`src/rtl/instr_fetch_unit.sv`:
```
// rtl/instr_fetch_unit.sv - PC/IR owner that fetches one instruction word per sequencer fetch1 entry
// Optional wait timeout with sticky fetch_err is enabled by defining FETCH_TIMEOUT_EN.
module instr_fetch_unit #(
  parameter int              ADDR_W      = 8,
  parameter logic [ADDR_W-1:0] RESET_PC  = '0,
  parameter logic [5:0]      FETCH_STATE = 6'd1
`ifdef FETCH_TIMEOUT_EN
  ,
  parameter int              TIMEOUT     = 15
`endif
) (
  input  logic              clock,
  input  logic              reset,
  input  logic [5:0]        state,
  input  logic              pc_load,
  input  logic [ADDR_W-1:0] pc_load_val,
  input  logic [15:0]       mem_rdata,
  input  logic              mem_valid,
  output logic              mem_req,
  output logic [ADDR_W-1:0] mem_addr,
  output logic [15:0]       IR,
  output logic [ADDR_W-1:0] pc,
  output logic              ir_valid,
  output logic              stall,
  output logic              fetch_err
);

  typedef enum logic [1:0] {F_IDLE, F_REQ, F_WAIT} fetch_state_t;

  fetch_state_t      fsm, fsm_nxt;
  logic [5:0]        prev_state;
  logic              trig;
  logic [ADDR_W-1:0] pc_nxt, addr_nxt;
  logic [15:0]       ir_nxt;
  logic              req_nxt, irv_nxt, stall_nxt, err_nxt;

`ifdef FETCH_TIMEOUT_EN
  localparam int CNT_W = (TIMEOUT < 2) ? 1 : $clog2(TIMEOUT + 1);
  logic [CNT_W-1:0] wait_cnt, wait_cnt_nxt;
`endif

  // Edge-detect entry into fetch1 so a held state never refetches.
  assign trig = (state == FETCH_STATE) && (prev_state != FETCH_STATE);

  always_ff @(posedge clock or posedge reset) begin
    if (reset) begin
      fsm        <= F_IDLE;
      prev_state <= 6'd0;
      pc         <= RESET_PC;
      IR         <= 16'h0000;
      mem_req    <= 1'b0;
      mem_addr   <= RESET_PC;
      ir_valid   <= 1'b0;
      stall      <= 1'b0;
      fetch_err  <= 1'b0;
`ifdef FETCH_TIMEOUT_EN
      wait_cnt   <= '0;
`endif
    end else begin
      fsm        <= fsm_nxt;
      prev_state <= state;
      pc         <= pc_nxt;
      IR         <= ir_nxt;
      mem_req    <= req_nxt;
      mem_addr   <= addr_nxt;
      ir_valid   <= irv_nxt;
      stall      <= stall_nxt;
      fetch_err  <= err_nxt;
`ifdef FETCH_TIMEOUT_EN
      wait_cnt   <= wait_cnt_nxt;
`endif
    end
  end

  always_comb begin
    fsm_nxt   = fsm;
    pc_nxt    = pc;
    ir_nxt    = IR;
    req_nxt   = mem_req;
    addr_nxt  = mem_addr;
    irv_nxt   = 1'b0;
    stall_nxt = stall;
    err_nxt   = fetch_err;
`ifdef FETCH_TIMEOUT_EN
    wait_cnt_nxt = wait_cnt;
`endif
    case (fsm)
      F_IDLE: begin
        if (trig) begin
          fsm_nxt   = F_REQ;
          req_nxt   = 1'b1;
          addr_nxt  = pc;
          stall_nxt = 1'b1;
`ifdef FETCH_TIMEOUT_EN
          wait_cnt_nxt = '0;
`endif
        end
      end
      F_REQ, F_WAIT: begin
        if (mem_valid) begin
          fsm_nxt   = F_IDLE;
          ir_nxt    = mem_rdata;
          irv_nxt   = 1'b1;
          req_nxt   = 1'b0;
          stall_nxt = 1'b0;
          pc_nxt    = pc + ADDR_W'(1);
`ifdef FETCH_TIMEOUT_EN
        end else if (wait_cnt == CNT_W'(TIMEOUT - 1)) begin
          // Abandon the fetch with an idle opcode so the sequencer falls back to idle.
          fsm_nxt   = F_IDLE;
          ir_nxt    = 16'h0000;
          irv_nxt   = 1'b1;
          req_nxt   = 1'b0;
          stall_nxt = 1'b0;
          err_nxt   = 1'b1;
        end else begin
          fsm_nxt      = F_WAIT;
          wait_cnt_nxt = wait_cnt + CNT_W'(1);
`else
        end else begin
          fsm_nxt = F_WAIT;
`endif
        end
      end
      default: fsm_nxt = F_IDLE;
    endcase
    // A jump overrides any completion increment; the latched mem_addr is untouched.
    if (pc_load) pc_nxt = pc_load_val;
  end

endmodule

```
`config.mk`:
```
export PLATFORM = sky130hd
export DESIGN_NAME = instr_fetch_unit
export DESIGN_NICKNAME = d
export VERILOG_FILES = /design/src/rtl/instr_fetch_unit.sv
export SDC_FILE = /design/constraint.sdc
export NUM_CORES = 1
export LEC_CHECK = 0
export ABC_AREA = 1
export CAP_MARGIN = 10
export CORE_MARGIN = 3
export CORE_UTILIZATION = 39
export CTS_CLUSTER_SIZE = 25
export DETAILED_ROUTE_END_ITERATION = 8
export GPL_TIMING_DRIVEN = 0
export PLACE_DENSITY = 0.75
export SLEW_MARGIN = 0
export SYNTH_ARGS = -nofsm -noshare
export SYNTH_HDL_FRONTEND = slang
export SYNTH_SLANG_ARGS = --single-unit
```
`constraint.sdc`:
```
create_clock -name clock -period 1.2 [get_ports clock]
set_input_delay 0.12 -clock clock [delete_from_list [all_inputs] [get_ports clock]]
set_output_delay 0.12 -clock clock [all_outputs]
set_load 0.01 [all_outputs]
```
# Yosys cells after proc, flatten, opt, wreduce, memory -nomap -nowiden
# Index checks and enable logic that the tools add are counted.
# Widths: inputs -> output; s select.
[op_classes]
n_addsub = 1
multipliers = 0
div = 0
magnitude_cmp = 0
n_eq_ne = 6
shift = 0
n_mux = 11
bitwise_logic = 0
reduce_logical = 10
[ops]
columns = ["operator", "n"]
rows = [
  ["$mux 8", 3],
  ["$add 8x1->8 const B", 1],
  ["$eq 6x1->1 const B", 1],
  ["$ne 6x1->1 const B", 1],
  ["$reduce_and 2->1", 3],
  ["$reduce_bool 2->1", 3],
  ["$mux 1", 4],
  ["$mux 2", 2],
  ["$ne 2x2->1 const B", 2],
  ["$pmux 2 s2", 1],
  ["$reduce_and 3->1", 1],
  ["$eq 2x1->1 const B", 1],
  ["$eq 2x2->1 const B", 1],
  ["$logic_not 2->1", 1],
  ["$pmux 1 s2", 1],
  ["$reduce_or 2->1", 1],
  ["$logic_and 1x1->1", 1],
]
[word_totals]
register_bits = 42
latch_bits = 0
mem_bits_rw = 0
romBits = 0
inputBits = 34
output_inout_bits = 36
memories = 0

# Depth between registers and ports, before layout
[depth]
ltp_word = 4
ltp_mapped = 9
mapped_depth_nobuf = 8

# Worst setup path before layout
# Ideal clock, no wire load.
[synth_path]
path_type = "register -> register"
start = "register fsm[1]"
end = "register pc[5]"
setup_time_ps = 68
arrival_time_ps = 1249
required_ps = 1132
path_slack_ps = -117
stages_incl_launch_ff = 9
path_buffers = 0
synth_period_minus_slack_ps = 1317
path_cell_list = "dfrtp_1 inv_1 ha_1 nand2_2 inv_2 nand2_4 a31oi_1 o21ai_1 nand3_1"
[synth_via]
elab_chain_cells = 4
word_cells_on_any_way = 5
[synth_lines]
columns = ["item", "line_no", "rtl"]
rows = [
  ["start: declaration", "30", "fetch_state_t fsm, fsm_nxt;"],
  ["start signal: assignment", "60", "fsm <= fsm_nxt;"],
  ["$eq 2x1->1 / $eq 2x2->1 (equally long branches)", "87", "case (fsm)"],
  ["$reduce_or 2->1 (*)", "87", ""],
  ["$reduce_bool 2->1 (no line) (*)", "--", ""],
  ["$reduce_and 2->1 (no line) (*)", "--", ""],
  ["end signal: assignment", "62", "pc <= pc_nxt;"],
  ["end: declaration", "22", "output logic [ADDR_W-1:0] pc,"],
]
# Mark *: on every way between the ends. The rest lies on a longest branch, timed or not.
# A chain may end at the register's enable or synchronous reset.

# Final worst setup path
[layout_path]
start = "register fsm[1]"
end = "register pc[6]"
# The elaborated chain is that of the path after synthesis.

==> impl_metrics.env <==
export IMPL_insertion_delay_ps=290
export IMPL_yosys_most_used_dff="dfrtp_1"
export IMPL_viasPerCell=4.58
export IMPL_critPathCaptureType="register"
export IMPL_antenna_found_initial=0
export IMPL_die_width_um=74.2
export IMPL_peakVddDrop_v=0.00134
export IMPL_met2_usage_pct=27.8
export IMPL_io_pins=70
export IMPL_ys_seq_elements=42
export IMPL_dp_hpwl_um=2940
export IMPL_synth_cell_types=27
export IMPL_htree_levels=2
export IMPL_path_clk_slew_ps=80
export IMPL_clockRootBuffer="clkbuf_8"
export IMPL_period_share_pct=110
export IMPL_syn_cell_area_um2=1810
export IMPL_area_growth_pct=61.2
export IMPL_portBuffers=67
export IMPL_place_ws_ps=-243
export IMPL_gr_usage_met1_pct=20.2
export IMPL_pwr_density_cell_nw_per_um2=2410
export IMPL_drt_first_iter_violations=91
export IMPL_syn_nets=234
export IMPL_ys_async_sr_fraction_pct=100
export IMPL_drive_gt1_share_pct=23.0
export IMPL_failed_checks="negative setup slack"
export IMPL_dr_total_vias=1552
export IMPL_seq_area_frac_synth_pct=58.0
export IMPL_hold_buffers=0
export IMPL_wl_per_cell_um=12.8
export IMPL_p_leak_nw=1.46
export IMPL_grt_max_degree=43
export IMPL_finalHoldViolCount=0
export IMPL_avgSynthCellArea_um2=9.15
export IMPL_path_max_fanout=5
export IMPL_ys_warnings_count=0
export IMPL_grt_first_pass_wirelength_um=6720
export IMPL_clock_sinks=42
export IMPL_nets=322
export IMPL_die_h_um=74.2
export IMPL_met3_usage_pct=3.11
export IMPL_synth_top_cell_area_share_pct=58.0
export IMPL_worst_slack_ps=-120
export IMPL_whs_ps=171
export IMPL_required_ps=1370
export IMPL_post_route_drc_count=0
export IMPL_min_period_ps=1320
export IMPL_status="finished with violations"
export IMPL_p_total_mw=7.02
export IMPL_skew_ps=6.51
export IMPL_ant_nets=0
export IMPL_worstSetupStartpointType="register"
export IMPL_synth_cells=198
export IMPL_rows=24
export IMPL_routed_wl_um=4350
export IMPL_slew_headroom_pct=41.7
export IMPL_setup_viol=24
export IMPL_max_freq_ghz=0.757
export IMPL_yosysTopAreaCell="dfrtp_1"
export IMPL_cts_tree="yes"
export IMPL_initial_core_util_pct=41.0
export IMPL_grt_pass1_vias=1424
export IMPL_rsz0062_at_grt="yes"
export IMPL_cts_path_max_buffers=2
export IMPL_dr_pass1_iters=4
export IMPL_cts_made_buffers=5
export IMPL_critPathKind="register to register"
export IMPL_diodes=0
export IMPL_fin_cells=339
export IMPL_final_max_slew_viol_count=0
export IMPL_dp_cells=317
export IMPL_synth_edf_count=0
export IMPL_dieArea_um2=5500
export IMPL_final_area_um2=2920
export IMPL_min_path_type="primary input to register"
export IMPL_busiest_layer="met2"
export IMPL_design_core_area_um2=4410
export IMPL_drv_cap=0
export IMPL_setup_tns_ps=-1720
export IMPL_gp_congestion=0.786
export IMPL_tightest_slew_ps=872
export IMPL_place_area_um2=2580
export IMPL_utilization_pct=66.2
export IMPL_grt_usage_pct=15.9
export IMPL_cp_arrival_ps=1490
export IMPL_grt_ovfl_total=0
export IMPL_yosys_top_cells_area="dfrtp_1 58%, nand2_1 16%, inv_1 3.7%"
[cell type report]
class | instances | area [µm²]
Buffer | 5 | 42.5
Clock buffer | 7 | 76.3
Clock inverter | 1 | 30.0
Fill cell | 365 | 1490
Inverter | 19 | 83.8
Multi-Input combinational cell | 132 | 802
Sequential cell | 42 | 1050
Tap cell | 52 | 65.1
Timing Repair Buffer | 81 | 769
[worst max-delay path, cell delays in order (launching register included)]
cell	delay [ps]
dfrtp_1	360
inv_2	50
ha_4	300
nand2_8	80
buf_12	140
nand2_8	70
o21ai_2	50
o21bai_1	150
[cell usage after synthesis (2+ instances only)]
| master | n |
|---|---|
| nand2_1 | 77 |
| buf_2 | 2 |
| nand2_4 | 3 |
| buf_4 | 3 |
| ha_1 | 2 |
| a21oi_1 | 2 |
| inv_1 | 18 |
| nor2_1 | 9 |
| o211ai_1 | 3 |
| nand2_2 | 3 |
| nor3_1 | 2 |
| xor2_1 | 3 |
| nand3_1 | 9 |
| dfrtp_1 | 42 |
| o21ai_0 | 2 |
| o21ai_2 | 7 |
[metal layers]
layer | share of wire (%) | vias up
li1 | - | 794
met2 | 53 | 34
met1 | 43 | 720
met4 | 0.90 | 0
met3 | 3.8 | 4
met5 | 0 | -
[repair_timing]
| item | in CTS | in global routing |
|---|---|---|
| buffers inserted | 9 | 6 |
| resized for setup | 46 | 30 |
| cloned | 0 | 1 |
| pin swaps | 1 | 11 |
| endpoints found under the setup margin | 55 | 34 |
[worst paths after layout]
path	from	endpoint	slack, ps	depth (start not counted)
max	fsm[1]	pc[6]	-120	7
min	pc_load	pc[7]	170	3
max reg2reg	fsm[1]	pc[6]	-120	7
min reg2reg	mem_addr[5]	mem_addr[5]	470	2
max in group asynchronous	reset	prev_state[3]	310	2
min in group asynchronous	reset	prev_state[4]	330	2
[placed cells by master, fill, tap and decap left out, types with 2 or more instances in the layout]
cell type / Yosys / routed
nand2_8: 0 / 6
dfrtp_1: 42 / 42
buf_8: 0 / 2
clkdlybuf4s50_1: 0 / 32
inv_2: 1 / 4
a21oi_1: 2 / 2
inv_1: 18 / 13
o21ai_2: 7 / 9
clkbuf_8: 0 / 5
buf_4: 3 / 13
o211ai_1: 3 / 3
nand2_1: 77 / 68
nand3_1: 9 / 6
nor2_2: 1 / 2
nand2_2: 3 / 10
xor2_1: 3 / 3
dlygate4sd2_1: 0 / 34
clkbuf_1: 0 / 2
buf_12: 0 / 2
nor2_1: 9 / 8
nand3_2: 0 / 3
[power breakdown]
group,switching (mW),internal (mW)
clock,0.446,0.622
combinational,1.92,1.78
sequential,0.290,1.96
[registers in the layout, indices dropped and copies added, names as in the netlist]
signal / cells
IR: 16
fsm: 2
ir_valid: 1
mem_addr: 8
pc: 8
prev_state: 6
stall: 1
[cell families after synthesis]
kind of cell,Yosys count,share of synthesized area [%]
and+or+nand+nor,106,24.9
DFF,42,58.0
buffers and inverters,25,6.35
AOI/OAI and AO/OA,18,7.25
xor gates and xnor gates,4,1.93
adders and majority gates,2,1.38
other,1,0.207
(Power assumes the default switching activity.)
